<file path="src/rtl/tune_if.sv">
`default_nettype none
// ============================================================================
// tune_if : key, offset and base-time inputs plus status and load outputs
//           of the tuning controller, grouped as one bus.
// Revision: 1.0
// ============================================================================

interface tune_if;
    logic [3:0]  neg_keys_filtered;
    logic [19:0] offset;
    logic [16:0] cur_time;
    logic [16:0] alarm_time;
    logic [2:0]  sys_status;
    logic [1:0]  tune_status;
    logic [16:0] load_value;
    logic        time_load;
    logic        alarm_load;

    modport master (
        input  neg_keys_filtered, offset, cur_time, alarm_time,
        output sys_status, tune_status, load_value, time_load, alarm_load
    );

    modport slave (
        output neg_keys_filtered, offset, cur_time, alarm_time,
        input  sys_status, tune_status, load_value, time_load, alarm_load
    );
endinterface

`default_nettype wire

</file>
<file path="src/rtl/tune_controller.sv">
`default_nettype none
// ============================================================================
// tune_controller : steps hour/minute/second tuning on key pulses, then adds
//                   the biased offset to the captured base, wraps it modulo
//                   86400 and strobes the time or alarm counter.
// Revision: 1.0
// ============================================================================

module tune_controller #(
    parameter logic [31:0] TIMEOUT_CYCLES = 32'd500_000_000,
    parameter logic [19:0] OFFSET_INIT    = 20'h7ffff
) (
    input  logic      clk,
    input  logic      rst,
    tune_if.master    bus
);

    localparam logic [3:0]         c_key_set      = 4'b1000;
    localparam logic [3:0]         c_key_alarm    = 4'b0001;
    localparam logic [2:0]         c_s_normal     = 3'd0;
    localparam logic [2:0]         c_s_tuning     = 3'd3;
    localparam logic [2:0]         c_s_alarmtune  = 3'd5;
    localparam logic [1:0]         c_t_hour       = 2'd3;
    localparam logic [1:0]         c_t_minute     = 2'd2;
    localparam logic [1:0]         c_t_second     = 2'd1;
    localparam logic [1:0]         c_t_none       = 2'd0;
    localparam logic signed [21:0] c_day          = 22'sd86400;

    typedef enum logic [1:0] {
        ST_IDLE = 2'd0,
        ST_TUNE = 2'd1,
        ST_NORM = 2'd2,
        ST_LOAD = 2'd3
    } state_t;

    state_t             r_state,      w_state;
    logic               r_target,     w_target;     // 1 = alarm, 0 = time
    logic [2:0]         r_sys,        w_sys;
    logic [1:0]         r_tune,       w_tune;
    logic signed [21:0] r_acc,        w_acc;
    logic [16:0]        r_load_value, w_load_value;
    logic               r_time_load,  w_time_load;
    logic               r_alarm_load, w_alarm_load;
    logic [31:0]        r_cnt,        w_cnt;

    logic [16:0]        w_base;
    logic signed [21:0] w_acc_commit;
    logic               w_key_any;

    assign w_key_any    = |bus.neg_keys_filtered;
    assign w_base       = r_target ? bus.alarm_time : bus.cur_time;
    assign w_acc_commit = $signed({5'd0, w_base}) + $signed({2'd0, bus.offset})
                        - $signed({2'd0, OFFSET_INIT});

    always_comb begin
        w_state      = r_state;
        w_target     = r_target;
        w_sys        = r_sys;
        w_tune       = r_tune;
        w_acc        = r_acc;
        w_load_value = r_load_value;
        w_time_load  = 1'b0;
        w_alarm_load = 1'b0;
        w_cnt        = 32'd0;

        case (r_state)
            ST_IDLE: begin
                w_sys  = c_s_normal;
                w_tune = c_t_none;
                if (bus.neg_keys_filtered == c_key_set) begin
                    w_target = 1'b0;
                    w_sys    = c_s_tuning;
                    w_tune   = c_t_hour;
                    w_state  = ST_TUNE;
                end else if (bus.neg_keys_filtered == c_key_alarm) begin
                    w_target = 1'b1;
                    w_sys    = c_s_alarmtune;
                    w_tune   = c_t_hour;
                    w_state  = ST_TUNE;
                end
            end

            ST_TUNE: begin
                if (w_key_any) begin
                    if (bus.neg_keys_filtered == c_key_set) begin
                        case (r_tune)
                            c_t_hour:   w_tune = c_t_minute;
                            c_t_minute: w_tune = c_t_second;
                            default: begin
                                w_acc   = w_acc_commit;
                                w_tune  = c_t_none;
                                w_state = ST_NORM;
                            end
                        endcase
                    end else if (bus.neg_keys_filtered == c_key_alarm) begin
                        w_sys   = c_s_normal;
                        w_tune  = c_t_none;
                        w_state = ST_IDLE;
                    end
                end else if (r_cnt == TIMEOUT_CYCLES - 32'd1) begin
                    w_sys   = c_s_normal;
                    w_tune  = c_t_none;
                    w_state = ST_IDLE;
                end else begin
                    w_cnt = r_cnt + 32'd1;
                end
            end

            // One wrap per cycle keeps the adder single-stage.
            ST_NORM: begin
                if (r_acc[21]) begin
                    w_acc = r_acc + c_day;
                end else if (r_acc >= c_day) begin
                    w_acc = r_acc - c_day;
                end else begin
                    w_load_value = r_acc[16:0];
                    w_time_load  = ~r_target;
                    w_alarm_load = r_target;
                    w_state      = ST_LOAD;
                end
            end

            default: begin
                w_sys   = c_s_normal;
                w_tune  = c_t_none;
                w_state = ST_IDLE;
            end
        endcase
    end

    always_ff @(posedge clk or posedge rst) begin
        if (rst) begin
            r_state      <= ST_IDLE;
            r_target     <= 1'b0;
            r_sys        <= c_s_normal;
            r_tune       <= c_t_none;
            r_acc        <= '0;
            r_load_value <= '0;
            r_time_load  <= 1'b0;
            r_alarm_load <= 1'b0;
            r_cnt        <= 32'd0;
        end else begin
            r_state      <= w_state;
            r_target     <= w_target;
            r_sys        <= w_sys;
            r_tune       <= w_tune;
            r_acc        <= w_acc;
            r_load_value <= w_load_value;
            r_time_load  <= w_time_load;
            r_alarm_load <= w_alarm_load;
            r_cnt        <= w_cnt;
        end
    end

    assign bus.sys_status  = r_sys;
    assign bus.tune_status = r_tune;
    assign bus.load_value  = r_load_value;
    assign bus.time_load   = r_time_load;
    assign bus.alarm_load  = r_alarm_load;

endmodule

`default_nettype wire

</file>
<file path="src/flat_wrapper.sv">
// flat-port wrapper written by rule: the top's interface ports become plain ports
module tune_controller_flat 
#(
    parameter logic [31:0] TIMEOUT_CYCLES = 32'd500_000_000,
    parameter logic [19:0] OFFSET_INIT    = 20'h7ffff
)
  (clk, rst, bus_neg_keys_filtered, bus_offset, bus_cur_time, bus_alarm_time, bus_sys_status, bus_tune_status, bus_load_value, bus_time_load, bus_alarm_load);
  tune_if bus_i ();
  input  logic clk;
  input  logic rst;
  input wire logic [$bits(bus_i.neg_keys_filtered)-1:0] bus_neg_keys_filtered;
  input wire logic [$bits(bus_i.offset)-1:0] bus_offset;
  input wire logic [$bits(bus_i.cur_time)-1:0] bus_cur_time;
  input wire logic [$bits(bus_i.alarm_time)-1:0] bus_alarm_time;
  output wire logic [$bits(bus_i.sys_status)-1:0] bus_sys_status;
  output wire logic [$bits(bus_i.tune_status)-1:0] bus_tune_status;
  output wire logic [$bits(bus_i.load_value)-1:0] bus_load_value;
  output wire logic [$bits(bus_i.time_load)-1:0] bus_time_load;
  output wire logic [$bits(bus_i.alarm_load)-1:0] bus_alarm_load;
  assign bus_i.neg_keys_filtered = bus_neg_keys_filtered;
  assign bus_i.offset = bus_offset;
  assign bus_i.cur_time = bus_cur_time;
  assign bus_i.alarm_time = bus_alarm_time;
  assign bus_sys_status = bus_i.sys_status;
  assign bus_tune_status = bus_i.tune_status;
  assign bus_load_value = bus_i.load_value;
  assign bus_time_load = bus_i.time_load;
  assign bus_alarm_load = bus_i.alarm_load;
  tune_controller #(.TIMEOUT_CYCLES(TIMEOUT_CYCLES), .OFFSET_INIT(OFFSET_INIT)) u_core (.clk(clk), .rst(rst), .bus(bus_i));
endmodule
</file>
<file path="config.mk">
export PLATFORM = sky130hd
export DESIGN_NAME = tune_controller_flat
export DESIGN_NICKNAME = d
export VERILOG_FILES = /design/src/rtl/tune_if.sv /design/src/rtl/tune_controller.sv /design/src/flat_wrapper.sv
export SDC_FILE = /design/constraint.sdc
export NUM_CORES = 1
export LEC_CHECK = 0
export CAP_MARGIN = 0
export CORE_UTILIZATION = 30
export CTS_CLUSTER_DIAMETER = 120
export DETAILED_ROUTE_END_ITERATION = 10
export PLACE_DENSITY = 0.5
export SYNTH_ARGS = -nofsm -noshare
export SYNTH_HDL_FRONTEND = slang
export SYNTH_SLANG_ARGS = --single-unit
</file>
<file path="constraint.sdc">
create_clock -name clk -period 9.24 [get_ports clk]
set_clock_uncertainty 0.2 [all_clocks]
set_input_delay 1.848 -clock clk [delete_from_list [all_inputs] [get_ports clk]]
set_output_delay 1.848 -clock clk [all_outputs]
set_load 0.01 [all_outputs]
</file>
==> Implementation_results.wiki <==
{| class="wikitable"
! Metric !! Value
|-
| Initial Util || 31.0%
|-
| Sum of routed wire length over all layers || 15.0 mm
|-
| Sequential Power Share || 39.0%
|-
| Peak fanout along the critical path || 6
|-
| Multiplexer area fraction after synthesis || 5.90%
|-
| Number of stages on the worst hold path || 2
|-
| Summed area of non-filler cells in the final layout || 0.00718 mm^2
|-
| DRT Pass-1 Iters || 6
|-
| First-pass GRT wire length || 25.6 mm
|-
| Reg-to-Reg Start || u_core.r_target
|-
| Element type at the critical path start || input pin
|-
| Syn avg cell area || 8.53 um^2
|-
| Part of the total power dissipated in combinational logic || 36.1%
|-
| Flop and latch count out of synthesis || 81
|-
| IR Drop Worst-Case VDD || 0.0000933 V
|-
| Post-placement cell area || 0.00691 mm^2
|-
| Simple-gate area share of the yosys netlist || 23.2%
|-
| Number of placed I/O pins || 84
|-
| Vias in the first global route || 5134
|-
| Area share of the leading cell type in the synthesized netlist || 34.6%
|-
| Shortest clock period the worst path allows after layout || 5.69 ns
|-
| Leading cell types by total area after synthesis || sky130_fd_sc_hd__dfrtp_1 35%, sky130_fd_sc_hd__mux2_2 5.4%, sky130_fd_sc_hd__nor2_1 5.2%
|-
| Largest net degree at the start of global routing || 82
|-
| Via density per instance || 5.19
|-
| Final period utilization || 61.5%
|-
| Worst relative slew slack || 31.1%
|-
| CTS H-tree depth || 3
|-
| Kind of capture point of the worst setup path || flop
|-
| Starting DRT DRC Count || 317
|-
| Cts-stage hold buffer count || 0
|-
| Highest Clock Rate || 176 MHz
|-
| Count of inserted antenna diode cells || 0
|-
| Clk pin slew, worst setup/hold paths || 0.06 ns
|-
| Setup TNS || 0 ns
|-
| Area leader, netlist || sky130_fd_sc_hd__dfrtp_1
|-
| Clock sink count || 81
|-
| Port Buffer Count || 83
|-
| Sum of net half-perimeters after detailed placement || 11.4 mm
|-
| Result of the run || finished clean
|-
| Internal power consumption || 812 uW
|-
| Number of gates resized after cts || 0
|-
| Final routed wire length divided by cell count || 14.8 um
|-
| Die area || 0.0201 mm^2
|-
| Combinational family with the most area after synthesis || simple AND/OR/NAND/NOR gates
|-
| Number of setup buffers added after CTS || 0
|-
| Path depth of the worst reg2reg path || 13
|-
| Slew Limit Fails || 0
|-
| Antenna-violating nets left || 0
|-
| Kind of path behind the tightest hold check || flop to flop
|-
| Die Y || 142 um
|-
| Fraction of power spent switching nets || 38.2%
|-
| Endpoint of the worst register-to-register path || u_core.r_acc[19]
|-
| Pwr dens || 183 mW/mm^2
|-
| Number of standard-cell rows in the floorplan || 50
|-
| Clock buffers created by TritonCTS || 9
|-
| Cell chosen for the clock root || sky130_fd_sc_hd__clkbuf_16
|-
| Slew @ Worst Pin || 1.03 ns
|-
| Endpoints failing hold || 0
|-
| Area growth, synth to finish || 22.7%
|-
| Routability Congestion || 0.824
|-
| RSZ-0062 raised after global routing || false
|-
| Max Root-Sink Buffers || 2
|-
| Crit Path Class || input pin to flop
|-
| Synthesized-area fraction occupied by adder cells || 4.83%
|-
| Top Family by Delay on Critical Path || simple AND/OR/NAND/NOR gates
|-
| Sequential-to-total area share from yosys stat || 34.6%
|-
| Power share of the clock group || 24.9%
|-
| Max Cap Violations || 0
|-
| Total via count in the routed design || 5271
|-
| Synth Flop Type || sky130_fd_sc_hd__dfrtp_1
|-
| Number of instances in the synthesized netlist || 686
|-
| Number of remaining DRC errors || 0
|-
| Leakage power || 0.00286 uW
|-
| Number of warning messages in the yosys log || 0
|-
| End point of the worst hold path || u_core.r_acc[1]
|-
| Fraction of registers with async set/reset || 100%
|-
| Global router's overall resource usage || 15.8%
|-
| Slowest cell on crit path || sky130_fd_sc_hd__o311ai_0
|-
| Nets || 834
|-
| CTS tree || yes
|-
| Post-Syn Area || 0.00585 mm^2
|-
| Required arrival time at the worst endpoint || 9.29 ns
|-
| NetSw || 502 uW
|-
| Origin of the worst min-delay path || u_core.r_acc[1]
|-
| Total global routing overflow || 0
|-
| Cells along the critical path || clkdlybuf4s50_1 -> mux2_2 -> ha_1 -> inv_1 -> fa_1 -> nand2b_1 -> a21oi_1 -> nor2_1 -> o311ai_0 -> nand4_1 -> nor2_4 -> or4b_1 -> o311a_1 -> nor3_1
|-
| Clock Latency Late Sink || 0.34 ns
|-
| Worst path buffer plus inverter count || 2
|-
| Share of post-route cells with drive strength above 1 || 8.73%
|-
| Post-Synthesis Net Count || 768
|-
| Compound-Gate Fraction of Synth Area || 19.6%
|-
| Core area || 0.0189 mm^2
|-
| Longest individual stage delay on the worst path || 0.59 ns
|-
| Leading cell types by count after synthesis || 81 x sky130_fd_sc_hd__dfrtp_1, 81 x sky130_fd_sc_hd__nor2_1, 68 x sky130_fd_sc_hd__nand2_1, 51 x sky130_fd_sc_hd__o21ai_0, 35 x sky130_fd_sc_hd__a21oi_1
|-
| Slack of the worst reg-to-reg path || 4.34 ns
|-
| Number of antenna violations at the first check in global routing || 0
|-
| Area share of xor/xnor cells in the synthesized design || 8.38%
|-
| Post-synth EDFFs || 0
|-
| Width of the chip || 142 um
|-
| Distinct cell type count after synthesis || 73
|-
| Setup-failing EPs final || 0
|-
| Arrival time worst endpoint || 5.74 ns
|}
-- worst register-to-register path, stage by stage (launching register included) --
cell                       delay, ns
sky130_fd_sc_hd__dfrtp_1        1.00
sky130_fd_sc_hd__mux2_2         0.32
sky130_fd_sc_hd__ha_1           0.16
sky130_fd_sc_hd__inv_1          0.05
sky130_fd_sc_hd__fa_1           0.41
sky130_fd_sc_hd__nand2b_1       0.22
sky130_fd_sc_hd__a21oi_1        0.20
sky130_fd_sc_hd__nor2_1         0.08
sky130_fd_sc_hd__o311ai_0       0.59
sky130_fd_sc_hd__nand4_1        0.31
sky130_fd_sc_hd__nor2_4         0.18
sky130_fd_sc_hd__or4b_1         0.58
sky130_fd_sc_hd__o311a_1        0.34
sky130_fd_sc_hd__nor3_1         0.17
-- stage by stage --
stage	util [%]	hold slack [ns]	power [uW]	std cells	worst slack, ns
after floorplan	-	0.242	838	686	3.91
after global placement	36.6	0.258	983	1001	3.29
after detailed placement	36.6	0.267	990	1001	3.18
after CTS	38.0	0.282	1330	1016	3.54
after global routing	38.0	0.316	1420	1016	3.26
final	38.0	0.279	1310	1016	3.55
-- area by class of cell --
cell class | count | area [um^2]
fill | 1928 | 11700
multi-input combinational | 555 | 3620
sequential | 81 | 2030
timing repair buffer | 87 | 861
tap | 260 | 325
clock buffer | 11 | 243
inverter | 18 | 68.8
clock inverter | 4 | 30.0
-- cell families (layout without fill, tap and decap cells) --
| logic type | Yosys count | after routing |
|---|---|---|
| AO/OA/AOI/OAI | 174 | 174 |
| XOR/XNOR | 56 | 56 |
| adder cells (fa/ha/maj) | 22 | 22 |
| buffers and inverters | 50 | 120 |
| flip-flops | 81 | 81 |
| multiplexers | 31 | 31 |
| AND/OR/NAND/NOR | 272 | 272 |
-- power by group through the flow --
stage	Clock [uW]	Sequential, uW	Combinational, uW
floorplan	0	463	375
global placement	0	514	469
detailed placement	0	517	473
CTS	341	510	476
global route	353	526	537
finish	328	512	474
-- cells in the final DEF (no fill, tap or decap), types with 9 or more instances in the layout --
cell type,count
sky130_fd_sc_hd__clkdlybuf4s50_1,83
sky130_fd_sc_hd__nor2_1,81
sky130_fd_sc_hd__dfrtp_1,81
sky130_fd_sc_hd__nand2_1,68
sky130_fd_sc_hd__o21ai_0,51
sky130_fd_sc_hd__a21oi_1,35
sky130_fd_sc_hd__xor2_1,32
sky130_fd_sc_hd__mux2_2,28
sky130_fd_sc_hd__xnor2_1,24
sky130_fd_sc_hd__nand3_1,21
sky130_fd_sc_hd__ha_1,21
sky130_fd_sc_hd__inv_1,17
sky130_fd_sc_hd__and3_1,12
sky130_fd_sc_hd__nor3_1,11
sky130_fd_sc_hd__nand4_1,11
sky130_fd_sc_hd__clkbuf_16,9
-- flip-flops by register name, indices dropped and copies added (netlist names), 2 cells and up --
name,count
u_core.bus.tune_status,2
u_core.bus.load_value,17
u_core.bus.sys_status,3
u_core.r_state,2
u_core.r_acc,22
u_core.r_cnt,32
-- per-layer routing --
metal,routed length [um],global-route usage [%]
met1,7470,21.8
met2,6690,25.1
met3,598,2.19
met4,243,5.72
met5,0,0
-- how the worst max path moves through the flow --
stage / slack [ns] / endpoint / cells after the start / from
after detailed placement: 3.18 / u_core.r_acc[17] / 14 / bus_cur_time[0]
after global routing: 3.26 / u_core.r_acc[17] / 14 / bus_cur_time[0]
after CTS: 3.54 / u_core.r_acc[19] / 14 / bus_cur_time[0]
final: 3.55 / u_core.r_acc[19] / 14 / bus_cur_time[0]
after global placement: 3.29 / u_core.r_acc[17] / 14 / bus_alarm_time[0]
after floorplan: 3.91 / u_core.r_acc[17] / 14 / bus_alarm_time[0]
(Power assumes the default switching activity.)
